$ cat src/rtl/aes_pkg.sv
// Shared AES datapath types and GF(2^8) helpers for the MixColumns engine.
package aes_pkg;

  localparam int unsigned AES_NB   = 4;
  localparam logic [7:0]  MIX_POLY = 8'h1b;

  typedef logic [127:0] state_t;
  typedef logic [31:0]  col_t;

  typedef enum logic [1:0] {IDLE, BUSY, DONE} fsm_t;

  function automatic logic [7:0] xtime(input logic [7:0] x);
    return {x[6:0], 1'b0} ^ (x[7] ? MIX_POLY : 8'h00);
  endfunction

  // Column c sits at bits [127-32c -: 32]; {~c, 5'h1f} is that top bit index.
  function automatic col_t get_col(input state_t s, input logic [1:0] c);
    return s[{~c, 5'h1f} -: 32];
  endfunction

  function automatic state_t set_col(input state_t s, input logic [1:0] c, input col_t v);
    state_t r;
    r = s;
    r[{~c, 5'h1f} -: 32] = v;
    return r;
  endfunction

endpackage

$ cat src/rtl/mix_column_unit.sv
// Combinational MixColumns / InvMixColumns on a single 32-bit column.
module mix_column_unit
  import aes_pkg::*;
(
  input  col_t col,
  input  logic inv,
  output col_t res
);

  logic [7:0] a0, a1, a2, a3;
  logic [7:0] p0, p1, p2, p3;
  logic [7:0] u, v, t;

  always_comb begin
    {a0, a1, a2, a3} = col;
    // Inverse = forward transform applied to a pre-conditioned column.
    u  = xtime(xtime(a0 ^ a2));
    v  = xtime(xtime(a1 ^ a3));
    p0 = inv ? (a0 ^ u) : a0;
    p1 = inv ? (a1 ^ v) : a1;
    p2 = inv ? (a2 ^ u) : a2;
    p3 = inv ? (a3 ^ v) : a3;
    t  = p0 ^ p1 ^ p2 ^ p3;
    res = {p0 ^ t ^ xtime(p0 ^ p1),
           p1 ^ t ^ xtime(p1 ^ p2),
           p2 ^ t ^ xtime(p2 ^ p3),
           p3 ^ t ^ xtime(p3 ^ p0)};
  end

endmodule

$ cat src/rtl/mix_columns_engine.sv
// Sequential MixColumns engine: COLS_PER_CYCLE columns per clock, in-place on a
// working copy of the state, with valid/ready handshakes on both sides.
module mix_columns_engine
  import aes_pkg::*;
#(
  parameter int unsigned COLS_PER_CYCLE = 1,
  parameter int unsigned OUT_REG        = 1
) (
  input  logic         clk,
  input  logic         rst,
  input  logic         in_valid,
  output logic         in_ready,
  input  logic [127:0] in_state,
  input  logic         in_inv,
  output logic         out_valid,
  input  logic         out_ready,
  output logic [127:0] out_state,
  output logic         busy
);

  if (!(COLS_PER_CYCLE == 1 || COLS_PER_CYCLE == 2 || COLS_PER_CYCLE == 4)) begin : g_bad_cfg
    $error("mix_columns_engine: COLS_PER_CYCLE must be 1, 2 or 4");
  end

  localparam logic [1:0] CNT_STEP = 2'(COLS_PER_CYCLE);

  fsm_t       fsm_q, fsm_d;
  logic [1:0] cnt_q, cnt_d;
  state_t     work_q, work_d;
  logic       inv_q, inv_d;
  logic       last;
  state_t     merged;

  col_t   col_sel [COLS_PER_CYCLE];
  col_t   col_res [COLS_PER_CYCLE];
  state_t stage   [COLS_PER_CYCLE+1];

  assign stage[0] = work_q;

  for (genvar g = 0; g < COLS_PER_CYCLE; g++) begin : g_col
    logic [1:0] idx;
    assign idx        = cnt_q + 2'(g);
    assign col_sel[g] = get_col(work_q, idx);

    mix_column_unit u_mix (
      .col (col_sel[g]),
      .inv (inv_q),
      .res (col_res[g])
    );

    assign stage[g+1] = set_col(stage[g], idx, col_res[g]);
  end

  assign merged = stage[COLS_PER_CYCLE];
  // The 2-bit counter wraps to 0 on the final group; detect it before the wrap.
  assign last   = (32'(cnt_q) + COLS_PER_CYCLE) >= AES_NB;

  always_ff @(posedge clk or posedge rst) begin
    if (rst) begin
      fsm_q  <= IDLE;
      cnt_q  <= '0;
      work_q <= '0;
      inv_q  <= 1'b0;
    end else begin
      fsm_q  <= fsm_d;
      cnt_q  <= cnt_d;
      work_q <= work_d;
      inv_q  <= inv_d;
    end
  end

  always_comb begin
    fsm_d  = fsm_q;
    cnt_d  = cnt_q;
    work_d = work_q;
    inv_d  = inv_q;
    case (fsm_q)
      IDLE: begin
        if (in_valid) begin
          work_d = in_state;
          inv_d  = in_inv;
          cnt_d  = '0;
          fsm_d  = BUSY;
        end
      end
      BUSY: begin
        work_d = merged;
        cnt_d  = cnt_q + CNT_STEP;
        if (last) fsm_d = (OUT_REG == 0 && out_ready) ? IDLE : DONE;
      end
      DONE: begin
        if (out_ready) fsm_d = IDLE;
      end
      default: fsm_d = IDLE;
    endcase
  end

  assign in_ready = (fsm_q == IDLE) && !rst;
  assign busy     = (fsm_q == BUSY);

  if (OUT_REG != 0) begin : g_oreg
    state_t out_q;

    always_ff @(posedge clk or posedge rst) begin
      if (rst)                          out_q <= '0;
      else if (fsm_q == BUSY && last)   out_q <= merged;
    end

    assign out_valid = (fsm_q == DONE);
    assign out_state = out_q;
  end else begin : g_ocomb
    // Result is presented straight from the datapath during the final group.
    assign out_valid = (fsm_q == DONE) || (fsm_q == BUSY && last);
    assign out_state = (fsm_q == BUSY) ? merged : work_q;
  end

endmodule

$ cat config.mk
export PLATFORM = sky130hd
export DESIGN_NAME = mix_columns_engine
export DESIGN_NICKNAME = d
export VERILOG_FILES = /design/src/rtl/aes_pkg.sv /design/src/rtl/mix_column_unit.sv /design/src/rtl/mix_columns_engine.sv
export SDC_FILE = /design/constraint.sdc
export NUM_CORES = 1
export LEC_CHECK = 0
export CORE_ASPECT_RATIO = 1.1
export CORE_MARGIN = 2
export CORE_UTILIZATION = 53
export CTS_CLUSTER_SIZE = 40
export DETAILED_ROUTE_END_ITERATION = 8
export GPL_TIMING_DRIVEN = 0
export PLACE_DENSITY_LB_ADDON = 0.08
export SLEW_MARGIN = 20
export SYNTH_ARGS = -nofsm -noshare
export SYNTH_HDL_FRONTEND = slang
export SYNTH_SLANG_ARGS = --single-unit
$ cat constraint.sdc
create_clock -name clk -period 9.65 [get_ports clk]
set_input_delay 1.4475 -clock clk [delete_from_list [all_inputs] [get_ports clk]]
set_output_delay 1.4475 -clock clk [all_outputs]
set_load 0.02 [all_outputs]
==> results.md, run 1 <==
- The run finished with clean final reports.
- The synthesized-area fraction occupied by and/or/nand/nor cells is 8.65%.
- The class of the most critical hold timing path is flop to flop.
- After synthesis, the largest family of logic cells by area is compound AO/OA/AOI/OAI gates.
- The synthesized design contains 261 register bits.
- In this run the count of I/O pins placed on the die edge is 264.
- The count of instances resized after the clock tree is built is 0.
- The layout cell share with drive strength beyond 1 is 7.77%.
- The routed design could run at a clock period as short as 5.15 ns.
- After clock tree synthesis, the clock-pin slew on the worst setup and hold paths is 0.06 ns.
- The sum of overflow across all layers after global routing is 0.
- The endpoint class of the critical path is a flop.
- The number of filler cells placed in the layout is 1934.
- The detailed router used layers up to and including met4.
- The violation count after the first detailed-route iteration is 1540.
- The synthesis warning total is 0.
- The area share of the largest cell type after synthesis is 47.5%.
- The synthesized design contains 0 enable-type register cells.
- The number of nets produced by synthesis is 1429.
- For the final routed database, the setup TNS stands at 0 ns.
- The combined area of the multi-input logic cells is 0.00682 mm².
- Setup violations remaining at the end of the flow were counted as 0.
- Sorting the synthesized cells by area gives the leading types as dfrtp_1 (47%), xnor2_1 (6.3%), a22oi_1 (5.8%).
- The post-cts hold buffer count is 0.
- The fraction of registers with async set/reset is 100%.
- TritonCTS built the clock tree.
- The final-layout worst hold slack is 0.479 ns.
- The worst endpoint required time is 10.11 ns.
- From synthesis to final layout, the design area changed by 30.1%.
- The achievable frequency is 194 MHz.
- The routed length on met2 is 24.8 mm.
- The first-pass GRT wire length is 82.7 mm.
- The DRC violation count after routing is 0.
- Once the clock tree was built, the setup fixing pass inserted 0 buffers.
- Entering global routing, the biggest net connects 101 pins.
- The number of instances in the synthesized netlist is 1292.
- The sum of routed wire segments on met1 is 20.9 mm.
- The number of global-route vias before repair came to 12800.
- The final layout contains routed wiring with a total length of 56.7 mm.
- In the detailed route, the total length drawn on met3 is 7.31 mm.
- Synthesis instantiated 43 different standard cells from the library.
- The final worst-path cycle share is 53.4%.
- In the post-route analysis, the smallest setup slack over all paths is 4.50 ns.
- The initial antenna violation count is 0.
- Summing the areas of all xor and xnor instances in the mapped netlist gives 15.2% of the synthesized area.
- Summing over every cut layer, the via total after detailed routing is 12900.
- Multiplexer cells account for 5.60% of the synthesized area.
- The most area-hungry cell type in the Yosys netlist is dfrtp_1.
- In the routed layout, each cell is associated on average with a via count of 6.61.
- The final hold violation count is 0.
- The die footprint is 0.0273 mm².
- The count of clock tree sinks is 261.
- In this run the clock root is driven by a clkbuf_16.
- Setup repair after global routing left no endpoint under its margin.
- The initialized floorplan defines 61 standard-cell rows.
- Summed over all nets, the half-perimeter wirelength after detailed placement is 41.1 mm.
- Buffers placed on the I/O ports in this run total 263.
- Measured against its own limit, the worst slew margin works out to 25.1%.
- The adder and majority cell fraction of the synthesized area is 0.364%.
- The clock passes through at most 3 buffers.
- The number of pins with negative max-slew slack in the final report is 0.
- The critical path is of the flop to flop type.
- The worst slack at placement is 4.87 ns.
- The overall global routing resource usage is 41.7%.
- Dividing the detail-routed wire length by the instance count gives 29.0 µm.
- Measured on the finished design, the core utilization comes to 70.5%.
- The synthesized-area fraction occupied by ao, oa, aoi and oai cells is 19.6%.
- Averaged over all synthesized cells, the footprint is 10.7 µm².
- Before antenna repair, the detailed router went through 6 iterations.
- The most used flip-flop cell after synthesis is dfrtp_1.
- The endpoint arrival time on the critical path is 5.61 ns.
- At the end of routability-driven placement, the weighted congestion stood at 1.05.
- The height of the chip is 173 µm.
- For this run, the post-layout net count is 1725.
- The category of the worst setup path launch point is a flop.
- At the pin with the least slew margin, the transition time is 1.11 ns.
- The number of max-capacitance violations reported is 0.
- The antenna diode instance count is 0.
- The number of buffers inserted during clock tree synthesis is 28.
- The area taken by flip-flops and latches is 0.00653 mm².
- In this run the cell area of the synthesized design comes to 0.0138 mm².
- Measured along the x axis, the die boundary spans 158 µm.
- In this run the number of H-tree levels came out at 1.
- For this run, the register share of the synthesized area comes to 47.5%.
- The clock insertion delay at the later pin of the skew report is 0.57 ns.
- The area of the core region is 0.0254 mm².
- The clock arrives with 0.0209 ns of skew.
- The number of nets with antenna violations after detailed routing is 0.
- The initial utilization of the core area, before any placement, comes to 54.2%.
- The maximum fanout along the worst path is 10.
## path summary, 6_finish.rpt
kind	endpoint	slack, ns	depth (start not counted)	start
worst min-delay path	out_state[54]$_DFFE_PP0P_	0.48	2	out_state[54]$_DFFE_PP0P_
worst max register to register	out_state[51]$_DFFE_PP0P_	4.50	12	cnt_q[0]$_DFFE_PP0P_
max in group asynchronous	out_state[45]$_DFFE_PP0P_	7.37	3	rst
worst min register to register	out_state[54]$_DFFE_PP0P_	0.48	2	out_state[54]$_DFFE_PP0P_
min in group asynchronous	work_q[110]$_DFFE_PP0P_	1.37	2	rst
worst max-delay path	out_state[51]$_DFFE_PP0P_	4.50	12	cnt_q[0]$_DFFE_PP0P_
## sequential cells by signal, indices dropped and copies added (netlist names)
register and cells:
out_state 128, work_q 128, cnt_q 2, fsm_q 2
inv_q 1
## kinds of logic (layout without fill, tap and decap cells)
kind of cell               Yosys count  after routing
xor gates and xnor gates           190            190
buffers and inverters              100            417
and+or+nand+nor                    279            279
AOI/OAI and AO/OA                  421            421
DFF                                261            261
adders and majority gates            4              4
muxes                               37             37
## layer usage
metal  vias to the layer above  global-route usage (%)
li1                       5261                       -
met1                      6355                    56.7
met2                      1071                    61.8
met3                       227                    10.2
met4                         0                    22.1
met5                         -                       0
## final cells by class
cell class	instances	share of cell area, %
plain buffers	92	2.21
clock buffers	37	4.49
clock inverters	14	1.05
inverters	8	0.210
multi-input cells	931	38.1
flip-flops and latches	261	36.5
well taps	346	2.42
repair buffers	266	15.1
## cells in the mapped netlist (all sizes together), types with 4 or more instances
library cell / instances
a21o: 21
a21oi: 60
a221o: 21
a221oi: 15
a22oi: 107
a31oi: 21
and2: 4
buf: 13
clkbuf: 79
dfrtp: 261
ha: 4
inv: 8
mux2i: 5
mux4: 32
nand2: 96
nand2b: 35
nand3: 14
nor2: 121
nor3: 5
o211ai: 13
o21ai: 126
o22ai: 36
xnor2: 113
xnor3: 10
xor2: 59
xor3: 8
## cells in the final DEF (no fill, tap or decap), types with 21 or more instances in the layout
| cell type | n |
|---|---|
| a22oi_1 | 107 |
| clkdlybuf4s50_1 | 263 |
| o21ai_0 | 111 |
| clkbuf_16 | 28 |
| mux4_2 | 32 |
| dfrtp_1 | 261 |
| xor2_1 | 55 |
| o22ai_1 | 36 |
| xnor2_1 | 99 |
| a221o_1 | 21 |
| nand2_1 | 95 |
| nor2_1 | 119 |
| a21oi_1 | 57 |
| a21o_1 | 21 |
| nand2b_1 | 35 |
| clkbuf_1 | 81 |
| a31oi_1 | 21 |
## stage by stage
step / area [µm²] / instances
2_1_floorplan: 13800 / 1292
3_3_place_gp: 16800 / 1901
4_1_cts: 17900 / 1955
5_1_grt: 17900 / 1955
6_report: 17900 / 1955
3_5_place_dp: 16900 / 1904
## critical path: stages (launching register included)
cell and delay [ns]:
dfrtp_1 0.42, buf_6 0.17, buf_8 0.17, buf_6 0.19
buf_4 0.23, buf_1 0.35, inv_1 0.39, ha_1 0.29
inv_1 0.20, nor3_1 0.77, clkbuf_1 0.88, nand2_1 0.60
o22ai_1 0.36
Power of run 1 is not shown: default switching activity piles up to over one toggle a cycle in this logic, so the estimate is an artifact.
==> run 2, diff against run 1 <==
--- a/config.mk
+++ b/config.mk
@@ -7,7 +7,7 @@
 export LEC_CHECK = 0
 export CORE_ASPECT_RATIO = 1.1
 export CORE_MARGIN = 2
-export CORE_UTILIZATION = 53
+export CORE_UTILIZATION = 48
 export CTS_CLUSTER_SIZE = 40
 export DETAILED_ROUTE_END_ITERATION = 8
 export GPL_TIMING_DRIVEN = 0
==> constraint.sdc (replaced) <==
create_clock -name clk -period 4.6 [get_ports clk]
set_input_delay 0.69 -clock clk [delete_from_list [all_inputs] [get_ports clk]]
set_output_delay 0.69 -clock clk [all_outputs]
set_load 0.02 [all_outputs]
==> run 2 against run 1 <==
Fmax rose by 14%. Highest routed layer is now met5. Count of clock-buffer cells in the layout up 5. Wire length rose by 1.8%. Global-route usage decreased by 3.0 points. Non-clock buffer count up 7. First-iteration DRC count hardly changed. Via count shrank 2.5%. Critical path type unchanged.
==> results.md, run 2 (synthesized netlist as in run 1, its figures left out) <==
- Outcome: complete, no violations (unchanged).
- The post-CTS repair timing setup buffer count was 0 (unchanged).
- The final worst-path cycle share came to 98.7% (was 53.4%).
- The post-route worst setup slack was 0.0607 ns (was 4.50 ns).
- The most used routing layer in global routing is met2 (unchanged).
- The number of global-route vias before repair was 12600 (was 12800).
- Ordered cell list for the critical path: buf_6, buf_8, buf_6, buf_4, inv_1, ha_1, inv_1, nor3_1, clkbuf_2, nand2_1, o22ai_1 (was buf_6, buf_8, buf_6, buf_4, buf_1, inv_1, ha_1, inv_1, nor3_1, clkbuf_1, nand2_1, o22ai_1).
- The delay contributed by the slowest stage of the critical path is 0.93 ns (was 0.88 ns).
- The initial cell density of the core is 48.4% (was 54.2%).
- The half-perimeter wire length after placement is 42.9 mm (was 41.1 mm).
- The clock-pin slew reported for the worst setup and hold paths after clock tree synthesis is 0.06 ns (about the same).
- The worst slack at placement was -0.414 ns (was 4.87 ns).
- The sum of overflow across all layers after global routing was 0 (unchanged).
- Most used cells in the layout excluding fill and tap cells: clkdlybuf4s50_1 (263), dfrtp_1 (261), nor2_1 (119) (unchanged).
- The layout cell share with drive strength beyond 1 was 8.36% (was 7.77%).
- The die footprint came to 0.0300 mm² (was 0.0273 mm²).
- The transition time of the tightest slew-check pin came to 1.16 ns (was 1.11 ns).
- The overall global routing resource usage is 38.7% (was 41.7%).
- The antenna diode instance count is 0 (unchanged).
- The class of the most critical hold timing path is flop to flop (unchanged).
- The global-route track usage on met2 came to 59.4% (was 61.8%).
- The area of the core region is 0.0285 mm² (was 0.0254 mm²).
- The largest net degree at the start of global routing was 33 (was 101).
- The CTS tree is built (unchanged).
- The type of the worst setup path is flop to flop (unchanged).
- The clock insertion delay at the later pin of the skew report was 0.56 ns (was 0.57 ns).
- The worst endpoint required time is 5.06 ns (was 10.11 ns).
- The number of primary I/O pins is 264 (unchanged).
- The number of H-tree levels came to 1 (unchanged).
- The number of buffers inserted during clock tree synthesis is 28 (unchanged).
- The DRC violation count after routing is 0 (unchanged).
- The number of max-capacitance violations reported was 0 (unchanged).
- The horizontal die dimension is 165 µm (was 158 µm).
- The count of clock tree sinks is 261 (unchanged).
- The worst clock skew is 0.0162 ns (was 0.0209 ns).
- The number of filler cells placed in the layout was 2364 (was 1934).
- Setup repair after global routing missed its margin: no (unchanged).
- The maximum buffer depth of the clock tree is 3 (unchanged).
- The final hold violation count is 0 (unchanged).
- The setup TNS after final layout is 0 ns (unchanged).
- The buffer type at the clock tree root is clkbuf_16 (unchanged).
- The achievable frequency is 220 MHz (was 194 MHz).
- The number of nets at the end of the flow was 1732 (was 1725).
- The post-detailed-route wirelength per cell came to 29.1 µm (was 29.0 µm).
- The final setup violation count is 0 (unchanged).
- The count of TritonRoute iterations in the first routing pass is 5 (was 6).
- The total number of vias is 12600 (was 12900).
- The category of the worst setup path launch point is a flop (unchanged).
- The detailed-route vias per instance came to 6.35 (was 6.61).
- The met3 capacity usage during global routing is 8.06% (was 10.2%).
- The master of the slowest instance on the critical path is nor3_1 (was clkbuf_1).
- The number of nets with antenna violations after detailed routing was 0 (unchanged).
- The violation count after the first detailed-route iteration is 1539 (was 1540).
- The number of port buffers came to 263 (unchanged).
- The count of standard-cell rows was 65 (was 61).
- The maximum fanout along the worst path is 19 (was 10).
- The final-layout worst hold slack is 0.473 ns (was 0.479 ns).
- The height of the chip is 182 µm (was 173 µm).
- The layout overhead on the synthesized area is 31.0% (was 30.1%).
- The final routed wirelength across all metal layers was 57.7 mm (was 56.7 mm).
- The met1 global-route usage came to 53.2% (was 56.7%).
- The final weighted congestion in routability-driven placement is 1.05 (about the same).
- The clock period minus final worst setup slack is 4.54 ns (was 5.15 ns).
- The headroom to the max-slew limit is 22.1% (was 25.1%).
- The endpoint class of the critical path is a flop (unchanged).
- The post-detailed-placement cell area is 0.0171 mm² (was 0.0169 mm²).
- The final instance area is 0.0180 mm² (was 0.0179 mm²).
- The first-pass GRT wire length is 83.8 mm (was 82.7 mm).
- The endpoint arrival time on the critical path was 5.00 ns (was 5.61 ns).
- The number of pins with negative max-slew slack in the final report is 0 (unchanged).
- The initial antenna violation count was 1 (was 0).
- The most common cell after layout, fill and taps aside is clkdlybuf4s50_1 (unchanged).
[run 2: cell type report]
class / instances / area (µm²) / area share (%)
flip-flops and latches: 261 / 6530 / 36.2
inverters: 8 / 33.8 / 0.187
clock inverters: 7 / 60.1 / 0.333
multi-input cells: 931 / 6860 / 38.0
well taps: 368 / 460 / 2.55
clock buffers: 42 / 815 / 4.52
plain buffers: 90 / 398 / 2.21
repair buffers: 275 / 2880 / 16.0
[run 2: timing repair]
action,in CTS,in global routing
gates resized for setup,12,1
cloned,0,0
hold buffers,0,0
hold endpoints to repair,0,0
setup endpoints to repair,117,4
[run 2: final timing paths]
| check | endpoint | depth (start not counted) | slack [ns] | from |
|---|---|---|---|---|
| setup / recovery | out_state[49]$_DFFE_PP0P_ | 11 | 0.06 | cnt_q[0]$_DFFE_PP0P_ |
| hold / removal | out_state[6]$_DFFE_PP0P_ | 2 | 0.47 | out_state[6]$_DFFE_PP0P_ |
| setup reg to reg | out_state[49]$_DFFE_PP0P_ | 11 | 0.06 | cnt_q[0]$_DFFE_PP0P_ |
| hold reg to reg | out_state[6]$_DFFE_PP0P_ | 2 | 0.47 | out_state[6]$_DFFE_PP0P_ |
| max in group asynchronous | work_q[53]$_DFFE_PP0P_ | 6 | 2.94 | rst |
| min in group asynchronous | work_q[18]$_DFFE_PP0P_ | 2 | 0.51 | rst |
[run 2: critical path, delay by kind of cell, from the launching register on]
kind | cells | cell delay, ns
compound gates | 1 | 0.34
simple gates | 2 | 1.42
buf+inv | 7 | 1.93
fa+ha+maj | 1 | 0.30
flops | 1 | 0.42
[run 2: metal layers]
layer  vias to the layer above  routed length [µm]
li1                       5266                   -
met1                      6289               22700
met2                       887               26200
met3                       146                5970
met4                         4                2700
met5                         -                  94
[run 2: through the flow]
step           instances  utilization [%]
2_1_floorplan       1292                -
3_3_place_gp        1923             59.2
3_5_place_dp        1935             60.1
4_1_cts             1982             63.3
5_1_grt             1982             63.4
6_report            1982             63.4
Power of run 2 is left out for the same reason.
